--- config.mk ---
export PLATFORM = sky130hd
export DESIGN_NAME = cosim_endpoint_from_host_flat
export DESIGN_NICKNAME = d
export VERILOG_FILES = /design/src/rtl/cosim_pkg.sv /design/src/rtl/cosim_endpoint_from_host_if.sv /design/src/rtl/cosim_msg_fifo.sv /design/src/rtl/cosim_endpoint_from_host.sv /design/src/flat_wrapper.sv
export SDC_FILE = /design/constraint.sdc
export NUM_CORES = 1
export LEC_CHECK = 0
export BUFFER_PORTS_ARGS = -buffer_cell sky130_fd_sc_hd__buf_4
export CORE_ASPECT_RATIO = 0.7
export CORE_MARGIN = 2
export CORE_UTILIZATION = 40
export CTS_BUF_LIST = sky130_fd_sc_hd__clkbuf_8
export DETAILED_ROUTE_END_ITERATION = 16
export HOLD_SLACK_MARGIN = 0.1
export PLACE_DENSITY = 0.65
export SLEW_MARGIN = 25
export SYNTH_ARGS = -nofsm -noshare
export SYNTH_HDL_FRONTEND = slang
export SYNTH_SLANG_ARGS = --single-unit
--- constraint.sdc ---
create_clock -name clk -period 2.95 [get_ports clk]
set_input_delay 0.295 -clock clk [delete_from_list [all_inputs] [get_ports clk]]
set_output_delay 0.295 -clock clk [all_outputs]
set_load 0.01 [all_outputs]
--- src/rtl/cosim_pkg.sv ---
// Shared types and helpers for the cosim host endpoints.
// No logic; latency and backpressure are defined by the modules that import this package.
package cosim_pkg;

    localparam int COSIM_BYTE_W = 8;

    typedef logic [COSIM_BYTE_W-1:0] cosim_byte_t;

    function automatic int cosim_nbytes(input int bits);
        return (bits + COSIM_BYTE_W - 1) / COSIM_BYTE_W;
    endfunction

endpackage

--- src/rtl/cosim_endpoint_from_host_if.sv ---
// Host byte stream in, reassembled message out. The slave modport is the endpoint.
// Latency and backpressure are set by the endpoint; the master drives host bytes and DataOutReady.
interface cosim_endpoint_from_host_if #(
    parameter int SIZE = 24
);
    import cosim_pkg::*;

    logic            host_valid;
    logic            host_ready;
    cosim_byte_t     host_data;
    logic            host_last;
    logic            DataOutValid;
    logic            DataOutReady;
    logic [SIZE-1:0] DataOut;
    logic            frame_err;

    modport master (
        output host_valid, host_data, host_last, DataOutReady,
        input  host_ready, DataOutValid, DataOut, frame_err
    );

    modport slave (
        input  host_valid, host_data, host_last, DataOutReady,
        output host_ready, DataOutValid, DataOut, frame_err
    );

endinterface

--- src/rtl/cosim_msg_fifo.sv ---
// Show-ahead synchronous FIFO; head is registered so it holds its last value when empty.
// Latency: rdata valid the cycle after a push into an empty FIFO; push while full only succeeds with a pop.
module cosim_msg_fifo #(
    parameter int WIDTH = 24,
    parameter int DEPTH = 4
) (
    input  logic             clk,
    input  logic             rst,
    input  logic             push,
    input  logic [WIDTH-1:0] wdata,
    input  logic             pop,
    output logic [WIDTH-1:0] rdata,
    output logic             full,
    output logic             empty
);

    localparam int PTR_W = $clog2(DEPTH);
    localparam int CNT_W = PTR_W + 1;

    logic [WIDTH-1:0] mem_q [DEPTH];
    logic [WIDTH-1:0] mem_d [DEPTH];
    logic [PTR_W-1:0] wr_ptr_q, wr_ptr_d;
    logic [PTR_W-1:0] rd_ptr_q, rd_ptr_d;
    logic [PTR_W-1:0] rd_nxt;
    logic [CNT_W-1:0] count_q, count_d;
    logic [WIDTH-1:0] head_q, head_d;
    logic             do_push;
    logic             do_pop;

    assign empty   = (count_q == '0);
    assign full    = (count_q == CNT_W'(DEPTH));
    assign do_pop  = pop & ~empty;
    assign do_push = push & (~full | do_pop);
    assign rd_nxt  = rd_ptr_q + 1'b1;
    assign rdata   = head_q;

    always_comb begin
        mem_d    = mem_q;
        wr_ptr_d = wr_ptr_q;
        rd_ptr_d = rd_ptr_q;
        count_d  = count_q;
        head_d   = head_q;
        if (do_push) begin
            mem_d[wr_ptr_q] = wdata;
            wr_ptr_d        = wr_ptr_q + 1'b1;
        end
        if (do_pop) begin
            rd_ptr_d = rd_nxt;
        end
        if (do_push && !do_pop) begin
            count_d = count_q + 1'b1;
        end else if (!do_push && do_pop) begin
            count_d = count_q - 1'b1;
        end
        // The next head comes from storage, or straight from wdata when the FIFO drains to it.
        if (do_pop) begin
            if (count_q > CNT_W'(1)) begin
                head_d = mem_q[rd_nxt];
            end else if (do_push) begin
                head_d = wdata;
            end
        end else if (empty && do_push) begin
            head_d = wdata;
        end
    end

    always_ff @(posedge clk) begin
        if (!rst) begin
            wr_ptr_q <= '0;
            rd_ptr_q <= '0;
            count_q  <= '0;
            head_q   <= '0;
        end else begin
            wr_ptr_q <= wr_ptr_d;
            rd_ptr_q <= rd_ptr_d;
            count_q  <= count_d;
            head_q   <= head_d;
        end
    end

    always_ff @(posedge clk) begin
        mem_q <= mem_d;
    end

endmodule

--- src/rtl/cosim_endpoint_from_host.sv ---
// Reassembles little-endian host byte frames into messages buffered for RTL; optional logging under COSIM_MSG_LOG_EN.
// Latency: DataOutValid the cycle after the final byte; host bytes stall only when a final byte meets a full, unpopped FIFO.
module cosim_endpoint_from_host
    import cosim_pkg::*;
#(
    parameter     ENDPOINT_ID         = "fromHost",
    parameter     FROM_HOST_TYPE_ID   = "i24",
    parameter int FROM_HOST_SIZE_BITS = 24,
    parameter int FIFO_DEPTH          = 4
) (
    input  logic                       clk,
    input  logic                       rst,
    cosim_endpoint_from_host_if.slave  bus
);

    localparam int NB    = cosim_nbytes(FROM_HOST_SIZE_BITS);
    localparam int IDX_W = $clog2(NB + 1);
    localparam int ASM_W = NB * COSIM_BYTE_W;

    if (FIFO_DEPTH < 2 || (FIFO_DEPTH & (FIFO_DEPTH - 1)) != 0 || FROM_HOST_SIZE_BITS < 1) begin : g_bad_cfg
        $error("cosim_endpoint_from_host: FIFO_DEPTH must be a power of 2 >= 2 and SIZE >= 1");
    end
    if ($bits(ENDPOINT_ID) == 0 || $bits(FROM_HOST_TYPE_ID) == 0) begin : g_bad_name
        $error("cosim_endpoint_from_host: endpoint name and type tag must be non-empty");
    end

    logic [IDX_W-1:0]               idx_q, idx_d;
    logic [ASM_W-1:0]               asm_q, asm_d;
    logic [ASM_W-1:0]               word;
    logic                           frame_err_q, frame_err_d;
    logic                           fifo_full;
    logic                           fifo_empty;
    logic [FROM_HOST_SIZE_BITS-1:0] fifo_rdata;
    logic                           out_vld;
    logic                           pop;
    logic                           host_rdy;
    logic                           xfer;
    logic                           in_range;
    logic                           bad_len;
    cosim_byte_t                    byte_in;

    assign byte_in  = bus.host_data;
    assign out_vld  = rst & ~fifo_empty;
    assign pop      = out_vld & bus.DataOutReady;
    // Only a final byte needs a FIFO slot; a same-cycle pop frees one.
    assign host_rdy = rst & ~(fifo_full & bus.host_valid & bus.host_last & ~pop);
    assign xfer     = bus.host_valid & host_rdy;
    // idx_q saturates at NB, which marks every later byte as surplus.
    assign in_range = (idx_q < IDX_W'(NB));
    assign bad_len  = (idx_q != IDX_W'(NB - 1));

    always_comb begin
        word = asm_q;
        for (int k = 0; k < NB; k++) begin
            if (in_range && idx_q == IDX_W'(k)) begin
                word[k*COSIM_BYTE_W +: COSIM_BYTE_W] = byte_in;
            end
        end
    end

    always_comb begin
        idx_d       = idx_q;
        asm_d       = asm_q;
        frame_err_d = 1'b0;
        if (xfer) begin
            if (bus.host_last) begin
                idx_d       = '0;
                asm_d       = '0;
                frame_err_d = bad_len;
            end else begin
                asm_d = word;
                if (in_range) begin
                    idx_d = idx_q + 1'b1;
                end
            end
        end
    end

    always_ff @(posedge clk) begin
        if (!rst) begin
            idx_q       <= '0;
            asm_q       <= '0;
            frame_err_q <= 1'b0;
        end else begin
            idx_q       <= idx_d;
            asm_q       <= asm_d;
            frame_err_q <= frame_err_d;
        end
    end

    cosim_msg_fifo #(
        .WIDTH (FROM_HOST_SIZE_BITS),
        .DEPTH (FIFO_DEPTH)
    ) u_msg_fifo (
        .clk   (clk),
        .rst   (rst),
        .push  (xfer & bus.host_last),
        .wdata (word[FROM_HOST_SIZE_BITS-1:0]),
        .pop   (pop),
        .rdata (fifo_rdata),
        .full  (fifo_full),
        .empty (fifo_empty)
    );

    assign bus.host_ready   = host_rdy;
    assign bus.DataOutValid = out_vld;
    assign bus.DataOut      = fifo_rdata;
    assign bus.frame_err    = rst & frame_err_q;

`ifdef COSIM_MSG_LOG_EN
    always_ff @(posedge clk) begin
        if (pop) begin
            $display("[%0t] %s recv'd: %h", $time, ENDPOINT_ID, bus.DataOut);
        end
        if (bus.frame_err) begin
            $display("[%0t] %s warning: %s message had wrong byte count", $time, ENDPOINT_ID, FROM_HOST_TYPE_ID);
        end
    end
`endif

endmodule

--- src/flat_wrapper.sv ---
// flat-port wrapper written by rule: the top's interface ports become plain ports
module cosim_endpoint_from_host_flat import cosim_pkg::*;
#(
    parameter     ENDPOINT_ID         = "        ",
    parameter     FROM_HOST_TYPE_ID   = "   ",
    parameter int FROM_HOST_SIZE_BITS = 24,
    parameter int FIFO_DEPTH          = 4
)
  (clk, rst, bus_host_valid, bus_host_data, bus_host_last, bus_DataOutReady, bus_host_ready, bus_DataOutValid, bus_DataOut, bus_frame_err);
  cosim_endpoint_from_host_if #(.SIZE(24)) bus_i ();
  input  logic clk;
  input  logic rst;
  input wire logic [$bits(bus_i.host_valid)-1:0] bus_host_valid;
  input wire logic [$bits(bus_i.host_data)-1:0] bus_host_data;
  input wire logic [$bits(bus_i.host_last)-1:0] bus_host_last;
  input wire logic [$bits(bus_i.DataOutReady)-1:0] bus_DataOutReady;
  output wire logic [$bits(bus_i.host_ready)-1:0] bus_host_ready;
  output wire logic [$bits(bus_i.DataOutValid)-1:0] bus_DataOutValid;
  output wire logic [$bits(bus_i.DataOut)-1:0] bus_DataOut;
  output wire logic [$bits(bus_i.frame_err)-1:0] bus_frame_err;
  assign bus_i.host_valid = bus_host_valid;
  assign bus_i.host_data = bus_host_data;
  assign bus_i.host_last = bus_host_last;
  assign bus_i.DataOutReady = bus_DataOutReady;
  assign bus_host_ready = bus_i.host_ready;
  assign bus_DataOutValid = bus_i.DataOutValid;
  assign bus_DataOut = bus_i.DataOut;
  assign bus_frame_err = bus_i.frame_err;
  cosim_endpoint_from_host #(.ENDPOINT_ID(ENDPOINT_ID), .FROM_HOST_TYPE_ID(FROM_HOST_TYPE_ID), .FROM_HOST_SIZE_BITS(FROM_HOST_SIZE_BITS), .FIFO_DEPTH(FIFO_DEPTH)) u_core (.clk(clk), .rst(rst), .bus(bus_i));
endmodule
Word level (Yosys, flattened, before mapping)
Cells that the tools add are included.
{ "word_totals": {"romBits": 0, "latchBits": 0, "word_cells": 79, "reg_bits": 154, "ramBits": 0, "mem_count": 0, "in_bits": 13} }
{ "classes": {"shifts": 0, "n_lt_le_gt_ge": 5, "n_addsub": 5, "mux": 18, "eq_ne": 5, "n_reduce_logical": 17, "n_div": 0, "mul": 0, "bitwise": 18} }
{ "op_table": {"columns": ["cell", "n"], "rows": [
  ["$mux W24", 8],
  ["$bwmux W96", 1],
  ["$bmux W24 S2", 1],
  ["$demux W24 S2", 1],
  ["$mux W8", 3],
  ["$and A1 B1 Y1", 11],
  ["$logic_and A1 B1 Y1", 7],
  ["$add A2 B1 Y2 const B", 3],
  ["$ge A3 B3 Y1 const B", 2],
  ["$mux W3", 2],
  ["$not A2 Y3", 2],
  ["$reduce_bool A2 Y1", 3],
  ["$mux W2", 2],
  ["$not A1 Y1", 4],
  ["$reduce_and A2 Y1", 2],
  ["$add A3 B1 Y3 const B", 1],
  ["$eq A3 B3 Y1 const B", 1],
  ["$gt A3 B1 Y1 const B", 1],
  ["$logic_not A3 Y1", 1],
  ["$lt A3 B1 Y1 const B", 1],
  ["$ne A3 B2 Y1 const B", 1],
  ["$reduce_and A3 Y1", 1],
  ["$sub A3 B1 Y3 const B", 1],
  ["$eq A2 B1 Y1 const B", 1],
  ["6 further kinds", 7]
]} }

Longest topological paths before layout
Gate-level depths: netlist of run 1.
{ "depth": {"depth_word": 15, "depth_mapped": 12} }

By module
Synthesis of run 1 repeated with hierarchy kept, for this count alone.
{ "unflattened": {"hier_cells": 486, "hier_area_um2": 6612.6} }
{ "by_module_without_submodules": {"columns": ["module", "cells_each", "instances", "area_per_inst_um2"], "rows": [
  ["cosim_msg_fifo", 325, 1, 5122.4],
  ["cosim_endpoint_from_host", 161, 1, 1490.2]
]} }

Least setup slack after synthesis of run 1
Ideal clock, no wire load.
{ "synth_timing": {"path_kind": "register to register", "start": "register u_core.u_msg_fifo.count_q[0]", "end": "register u_core.u_msg_fifo.head_q[10] (netlist: u_core.u_msg_fifo.rdata[10])", "stages_incl_launch_ff": 13, "arrival_time_ns": 2.287, "period_less_slack_ns": 2.375, "slack_ns": 0.575, "path_buffers": 3, "path_cell_list": "dfxtp_1 -> inv_1 -> ha_1 -> or2b_4 -> nand3_1 -> inv_1 -> ha_1 -> or3b_1 -> buf_2 -> and3_4 -> buf_6 -> buf_6 -> a311oi_2"} }
{ "synth_lines": {"columns": ["element", "line_no", "text"], "rows": [
  ["start, declared", "cosim_msg_fifo.sv:25", "logic [CNT_W-1:0] count_q, count_d;"],
  ["start signal, assigned", "cosim_msg_fifo.sv:76", "count_q <= count_d;"],
  ["$logic_not A3 Y1 *", "cosim_msg_fifo.sv:30", "assign empty = (count_q == '0);"],
  ["$not A1 Y1 *", "cosim_msg_fifo.sv:32, cosim_endpoint_from_host.sv:43", null],
  ["$and A1 B1 Y1", "cosim_endpoint_from_host.sv:43", "assign out_vld = rst & ~fifo_empty;"],
  ["$and A1 B1 Y1", "cosim_endpoint_from_host.sv:44", "assign pop = out_vld & bus.DataOutReady;"],
  ["$and A1 B1 Y1 *", "cosim_msg_fifo.sv:32", "assign do_pop = pop & ~empty;"],
  ["net u_core.u_msg_fifo.do_pop", "cosim_msg_fifo.sv:28", "logic do_pop;"],
  ["$or A1 B1 Y1", "cosim_msg_fifo.sv:33", "assign do_push = push & (~full | do_pop);"],
  ["$and A1 B1 Y1", "cosim_msg_fifo.sv:33", null],
  ["$logic_and A1 B1 Y1", "cosim_msg_fifo.sv:62", "end else if (empty && do_push) begin"],
  ["$reduce_bool A2 Y1 (no line)", null, null],
  ["$reduce_and A2 Y1 (no line)", null, null],
  ["end signal, assigned", "cosim_msg_fifo.sv:72", "head_q <= '0;"],
  ["end signal, assigned", "cosim_msg_fifo.sv:77", "head_q <= head_d;"],
  ["end, declared", "cosim_msg_fifo.sv:26", "logic [WIDTH-1:0] head_q, head_d;"]
]} }
Mark *: on every way through the listed nets, which the timed path passes. The rest lies on a longest branch.
A chain may end at the register's enable or synchronous reset.

Worst setup path after layout of run 1
{ "layout_timing": {"start": "register u_core.u_msg_fifo.count_q[0]", "end": "register u_core.u_msg_fifo.head_q[0] (netlist: u_core.u_msg_fifo.rdata[0])"} }
The elaborated chain is that of the path after synthesis.

==> impl_results.md, run 1 <==
* Capture point of the worst reg-to-reg path: u_core.u_msg_fifo.rdata[0]$_SDFFE_PN0P_
* Synth top cells by count: edfxtp_1, dfxtp_1, nand2_1, nor2_1, clkbuf_1
* Complex-gate fraction of the synthesized area at 10.4%
* CTS tree: yes
* Total global-route track usage at 18.2%
* Syn Std Cell Area at 6640 um^2
* Vias per cell at 5.49
* Slew @ Worst Pin at 0.675 ns
* Post-synthesis mux area share at 12.7%
* CTS resizes at 0
* Final Setup Violations at 0
* Post-synth net total at 510
* GRT Residual Overflow at 0
* #FFs+latches synth at 154
* Cell row count at 39
* DP HPWL at 9.34 mm
* Max Buffers Root-to-Sink at 2
* Reg clk slew, reported paths at 0.09 ns
* CP startpoint kind: register
* First-pass GRT wire length at 24.0 mm
* Hold endpoint: u_core.u_msg_fifo.rd_ptr_q[1]$_SDFFE_PN0P_
* Port Buf Inserts at 39
* Initial DRC count at 323
* Reg2reg setup slack at 0.38 ns
* Area grow syn2layout at 13.7%
* Hold Path Origin: bus_DataOutReady
* Routed wire length at 15.5 mm
* Final ANT Viol Nets at 0
* Initial DRT Pass Iterations at 7
* Simple-gate share of the synthesized area at 9.29%
* RR Startpoint: u_core.u_msg_fifo.count_q[0]$_SDFFE_PN0P_
* Worst hold slack at 0.236 ns
* Vias at 4141
* RSZ-0062 raised after global routing: no
* Leading area contributor after synthesis: edfxtp_1
* Count of flip-flops with a built-in enable after synthesis at 96
* Worst-Skew Late Latency at 0.46 ns
* Dominant synthesized flop cell: edfxtp_1
* Hold Path Stages at 4
* IO Count at 40
* Slew headroom at 55.0%
* Crit-path cells: inv_1 > ha_1 > or2b_4 > nand3_1 > inv_1 > ha_1 > or3b_1 > and3_4 > a311oi_1
* Hold Crit Class: in -> reg
* Wire per inst at 20.5 um
* Hold Violations, Final at 0
* Clk root buf: clkbuf_8
* Initial antenna violation count at 0
* Synth warn at 0
* Avg Cell Area, Syn at 13.8 um^2
* Crit-path slowest cell: dfxtp_1
* Critical Path Fanout Max at 24
* Largest family of logic cells by synthesized area: multiplexers
* Fraction of layout instances using a drive strength above 1 at 30.1%
* Post-layout min period at 2.57 ns
* Synth Instances at 482
* Number of global-route vias before repair at 4059
* R2r worst-path depth at 9
* Leak pwr at 2.50 nW
* Worst vdd ir at 299 uV
* Synth top area cells: edfxtp_1, dfxtp_1, mux4_2
* CP arrival at 2.93 ns
* Post-CTS Setup Inserts at 0
* Num Clock Sinks at 154
* TritonCTS Buffers at 17
* Final period utilization at 87.0%
* Yosys top cell area share at 43.4%
* Largest net degree at the start of global routing at 35
* Max Clk Rate at 390 MHz
* Die W at 158 um
* Max-cap violations at 0
* Pwr dens at 606 nW/um^2
* Count leader, synth: edfxtp_1
* CP Data Required Time at 3.31 ns
* Status: completed
* # nets final at 544
* GP Congestion at 0.782
* DR DRC count at 0
* Starting Density at 40.7%
* Die Area at 17700 um^2
* Number of diodes at 0
* Hold Buf Count CTS at 0
* Post-Synth XOR/XNOR Area at 0.660%
* H-tree Lvls at 4
* Synth cell types at 37
* Seq/Total Area, Yosys at 60.9%
* Core box area at 16300 um^2
* Max-slew violations at 0
* Setup CP Type: reg -> reg
* Max incr delay on CP at 0.43 ns
* Critical Path End Type: register
* Die Ht at 112 um
* Setup TNS at 0 ns
* Asr flop ratio synth at 0%
* Adder-cell share of the synthesized area at 2.83%
* Clock skew at 0.0164 ns
-- placed cells by master (no fill, tap or decap), types with 2 or more instances in the layout --
cell type   Yosys  final
buf_4           0     53
edfxtp_1       96     96
o211ai_1        2      2
nor2_1         33     33
nand4_1         2      2
nand2_1        52     52
and2_1          6      6
ha_1           15     15
a311oi_2       20     20
xor2_1          4      4
clkbuf_8        0     17
inv_6           0      5
inv_1          10     11
a311oi_1        4      4
clkinvlp_4      0      3
a31oi_1        24     24
a21oi_1        29     29
nor3b_1        24     24
mux4_2         24     24
mux2_2         24     24
dfxtp_1        58     57
clkinv_4        0      3
-- cell families after synthesis --
| logic type | after synthesis |
|---|---|
| simple gates | 125 |
| fa+ha+maj | 15 |
| compound gates | 84 |
| mux | 50 |
| flops | 154 |
| xor+xnor | 5 |
| buf+inv | 49 |
-- critical path, delay by kind of cell, from the launching register on --
family                   cells  cell delay [ns]
AO/OA/AOI/OAI                1             0.27
flip-flops                   1             0.43
buffers and inverters        2             0.22
adder cells (fa/ha/maj)      2             0.39
AND/OR/NAND/NOR              4             1.17
-- through the flow --
stage | utilization (%) | std cells | power [mW] | instance area (um^2) | setup slack, ns
floorplan | - | 482 | 2.87 | 6640 | 0.575
global placement | 44.0 | 722 | 3.07 | 7170 | 0.600
detailed placement | 44.0 | 722 | 3.10 | 7170 | 0.418
CTS | 46.3 | 754 | 4.61 | 7550 | 0.384
global route | 46.3 | 754 | 4.76 | 7550 | 0.251
finish | 46.3 | 754 | 4.58 | 7550 | 0.385
-- sequential cells by signal, indices dropped and copies added, names as in the netlist --
signal	cells
u_core.asm_q	24
u_core.frame_err_q	1
u_core.idx_q	2
u_core.u_msg_fifo.count_q	3
u_core.u_msg_fifo.mem_q	96
u_core.u_msg_fifo.rd_ptr_q	2
u_core.u_msg_fifo.rdata	24
u_core.u_msg_fifo.wr_ptr_q	2
-- metal layers --
| metal | track usage, % | vias up | share of wire [%] |
|---|---|---|---|
| met3 | 4.55 | 23 | 4.6 |
| met5 | 0 | - | 0 |
| met4 | 5.47 | 0 | 1.6 |
| li1 | - | 1895 | - |
| met1 | 26.5 | 2123 | 48 |
| met2 | 27.1 | 100 | 46 |
-- how the worst max path moves through the flow --
stage,from,end,slack (ns),cells after the start
2_1_floorplan,u_core.u_msg_fifo.count_q[0]$_SDFFE_PN0P_,u_core.u_msg_fifo.rdata[10]$_SDFFE_PN0P_,0.57,12
3_3_place_gp,u_core.u_msg_fifo.count_q[0]$_SDFFE_PN0P_,u_core.u_msg_fifo.rdata[23]$_SDFFE_PN0P_,0.60,9
3_5_place_dp,u_core.u_msg_fifo.count_q[0]$_SDFFE_PN0P_,u_core.u_msg_fifo.rdata[0]$_SDFFE_PN0P_,0.42,9
4_1_cts,u_core.u_msg_fifo.count_q[0]$_SDFFE_PN0P_,u_core.u_msg_fifo.rdata[0]$_SDFFE_PN0P_,0.38,9
5_1_grt,u_core.u_msg_fifo.count_q[0]$_SDFFE_PN0P_,u_core.u_msg_fifo.rdata[0]$_SDFFE_PN0P_,0.25,9
6_report,u_core.u_msg_fifo.count_q[0]$_SDFFE_PN0P_,u_core.u_msg_fifo.rdata[0]$_SDFFE_PN0P_,0.38,9
-- area by class of cell --
type	instances	area [um^2]
fillers	1482	8750
repair buffers	54	418
flip-flops and latches	154	4050
multi-input cells	279	2390
clock inverters	15	141
well taps	225	282
inverters	10	37.5
clock buffers	17	234
-- power breakdown --
part | switching [mW] | internal, mW | total, mW
Combinational | 0.361 | 0.272 | 0.633
Clock | 0.843 | 0.682 | 1.53
Sequential | 0.0618 | 2.36 | 2.42
No activity file was read; power rests on OpenSTA's default activity.
==> run 2, diff against run 1 <==
- SYNTH_HIERARCHICAL: default -> 1
==> run 2 against run 1 <==
  * Clock skew shrank 0.00072 ns
  * Count of clock-buffer cells in the layout grew 1
  * Clock power grew 13%
  * Via count shrank 3.0%
  * Register-to-register slack lost 0.10 ns
  * Combinational power shrank 25%
  * Die area shrank 0.36%
  * Sequential share of layout area grew 0.21 points
==> impl_results.md, run 2 <==
* Vias at 4018
* Worst vdd ir at 273 uV
* Avg Cell Area, Syn at 13.6 um^2
* Synth top cells by count: nand2_1, edfxtp_1, dfxtp_1, nor3_1, mux2i_1
* GRT Residual Overflow at 0
* Placed cell count at 732
* Final Setup Violations at 0
* First-pass GRT wire length at 23.2 mm
* IO Count at 40
* Syn Std Cell Area at 6610 um^2
* Num Clock Sinks at 154
* Capture point of the worst reg-to-reg path: u_core/u_msg_fifo/mem_q[78]$_DFFE_PP_
* Starting Density at 40.7%
* Synth top area cells: edfxtp_1, dfxtp_1, mux4_2
* Slew @ Worst Pin at 0.722 ns
* Total global-route track usage at 17.7%
* Hold Buf Count CTS at 0
* Max-cap violations at 0
* Synth warn at 6
* Fraction of layout instances using a drive strength above 1 at 27.3%
* Most frequent cells in the layout: nand2_1, edfxtp_1, dfxtp_1, buf_4, nor3_1
* Final period utilization at 90.5%
* Reg with most FFs: u_core/u_msg_fifo/mem_q
* RSZ-0062 raised after global routing: no
* Leak pwr at 2.66 nW
* Post-CTS Setup Inserts at 0
* Die W at 158 um
* RR Startpoint: u_core/u_msg_fifo/count_q[0]$_SDFFE_PN0P_
* H-tree Lvls at 4
* GP Congestion at 0.779
* Largest family of logic cells by synthesized area: multiplexers
* Initial antenna violation count at 1
* Die Area at 17600 um^2
* Asr flop ratio synth at 0%
* Critical Path End Type: register
* Routed wire length at 14.8 mm
* Hold endpoint: u_core/idx_q[1]$_SDFFE_PN0P_
* Post-layout min period at 2.67 ns
* Count of flip-flops with a built-in enable after synthesis at 96
* FILL cells at 1420
* Initial DRT Pass Iterations at 4
* Max-slew violations at 0
* Fin util at 46.2%
* Largest net degree at the start of global routing at 33
* Max reg flops at 96
* Wire per inst at 19.4 um
* #FFs+latches synth at 154
* CTS resizes at 0
* CP Data Required Time at 3.04 ns
* Port Buf Inserts at 39
* TritonCTS Buffers at 17
* Post-synthesis mux area share at 16.0%
* Clock skew at 0.0157 ns
* Die Ht at 112 um
* CP startpoint kind: register
* Hold Path Origin: bus_host_last
* Reg clk slew, reported paths at 0.08 ns
* Yosys top cell area share at 43.6%
* Critical Path Fanout Max at 24
* Synth Instances at 486
* Hold Violations, Final at 0
* Max Buffers Root-to-Sink at 2
* Number of global-route vias before repair at 4103
* DP HPWL at 9.34 mm
* Complex-gate fraction of the synthesized area at 5.79%
* Final instance area at 7510 um^2
* Reg2reg setup slack at 0.28 ns
* Pwr dens at 608 nW/um^2
* DR DRC count at 0
* R2r worst-path depth at 9
* Clk root buf: clkbuf_8
* Dominant synthesized flop cell: edfxtp_1
* Number of diodes at 0
* Post-synth net total at 512
* Status: completed
* Core box area at 16200 um^2
* Hold Path Stages at 3
* Placed cell area at 7090 um^2
* Area grow syn2layout at 13.6%
* Post-Synth XOR/XNOR Area at 0.397%
* Slew headroom at 51.7%
* Commonest non-fill, non-tap cell in the layout: nand2_1
* Post-Layout Cell Count at 764
* Count leader, synth: nand2_1
* Setup CP Type: reg -> reg
* Simple-gate share of the synthesized area at 10.2%
* Synth cell types at 42
* Max Clk Rate at 375 MHz
* Hold Crit Class: in -> reg
* Vias per cell at 5.26
* Cell row count at 39
* Worst-Skew Late Latency at 0.44 ns
* Setup TNS at 0 ns
* CTS tree: yes
* # nets final at 552
* Initial DRC count at 425
* Leading area contributor after synthesis: edfxtp_1
* CP arrival at 2.76 ns
* Adder-cell share of the synthesized area at 2.46%
* Seq/Total Area, Yosys at 61.2%
* Final ANT Viol Nets at 0
run 2: cell count changes after synthesis, sizes merged, moves of 4 or more:
| cell | change |
|---|---|
| nand2 | +51 |
| nor3 | +26 |
| nor2 | -25 |
| a21oi | -24 |
| nor3b | -24 |
| a31oi | -23 |
| mux2i | +23 |
| clkbuf | -21 |
| buf | +14 |
| and3 | +4 |
run 2: routing by layer:
| layer | track usage, % | vias to the layer above | part of all wire (%) |
|---|---|---|---|
| li1 | - | 1875 | - |
| met1 | 26.4 | 2007 | 48 |
| met2 | 26.0 | 124 | 44 |
| met3 | 4.90 | 12 | 7.4 |
| met4 | 3.33 | 0 | 0.68 |
| met5 | 0 | - | 0 |
run 2: cells by family after synthesis:
logic type	Yosys count
and+or+nand+nor	155
DFF	154
muxes	73
buffers and inverters	45
AOI/OAI and AO/OA	43
adders and majority gates	13
xor gates and xnor gates	3
run 2: power breakdown:
group          internal (mW)  switching [mW]
Clock                  0.936           0.793
Sequential              2.34          0.0285
Combinational          0.169           0.303
run 2: worst max-delay path by stage:
stage | depth (start not counted) | start | slack (ns) | endpoint
finish | 9 | u_core/u_msg_fifo/count_q[0]$_SDFFE_PN0P_ | 0.28 | u_core/u_msg_fifo/mem_q[78]$_DFFE_PP_
global route | 12 | u_core/u_msg_fifo/count_q[0]$_SDFFE_PN0P_ | 0.10 | u_core/u_msg_fifo/rdata[3]$_SDFFE_PN0P_
CTS | 9 | u_core/u_msg_fifo/count_q[0]$_SDFFE_PN0P_ | 0.27 | u_core/u_msg_fifo/mem_q[82]$_DFFE_PP_
detailed placement | 9 | u_core/u_msg_fifo/count_q[0]$_SDFFE_PN0P_ | 0.29 | u_core/u_msg_fifo/mem_q[83]$_DFFE_PP_
global placement | 12 | u_core/u_msg_fifo/count_q[0]$_SDFFE_PN0P_ | 0.38 | u_core/u_msg_fifo/rdata[10]$_SDFFE_PN0P_
floorplan | 11 | u_core/u_msg_fifo/count_q[0]$_SDFFE_PN0P_ | 0.06 | u_core/u_msg_fifo/mem_q[0]$_DFFE_PP_
run 2: critical path, stage by stage, from the launching register on:
cell and delay, ns:
dfxtp_1 0.40, inv_1 0.10, ha_1 0.29, nand2b_4 0.13, inv_2 0.08, nor2_1 0.12
and2_1 0.35, nand3b_1 0.27, and3_2 0.21, buf_4 0.35
run 2: layout make-up:
| cell class | count | area (um^2) | area share [%] |
|---|---|---|---|
| inverter | 13 | 48.8 | 0.649 |
| multi-input combinational | 287 | 2310 | 30.8 |
| timing repair buffer | 53 | 398 | 5.29 |
| tap | 225 | 282 | 3.75 |
| clock buffer | 18 | 248 | 3.30 |
| clock inverter | 14 | 181 | 2.41 |
| sequential | 154 | 4040 | 53.8 |
run 2: stage by stage:
| step | total power, mW | setup WS, ns | hold slack, ns |
|---|---|---|---|
| final | 4.57 | 0.282 | 0.239 |
| after global routing | 4.75 | 0.101 | 0.224 |
| after CTS | 4.60 | 0.265 | 0.215 |
| after detailed placement | 2.88 | 0.291 | 0.452 |
| after global placement | 2.87 | 0.381 | 0.441 |
| after floorplan | 2.73 | 0.0593 | 0.436 |
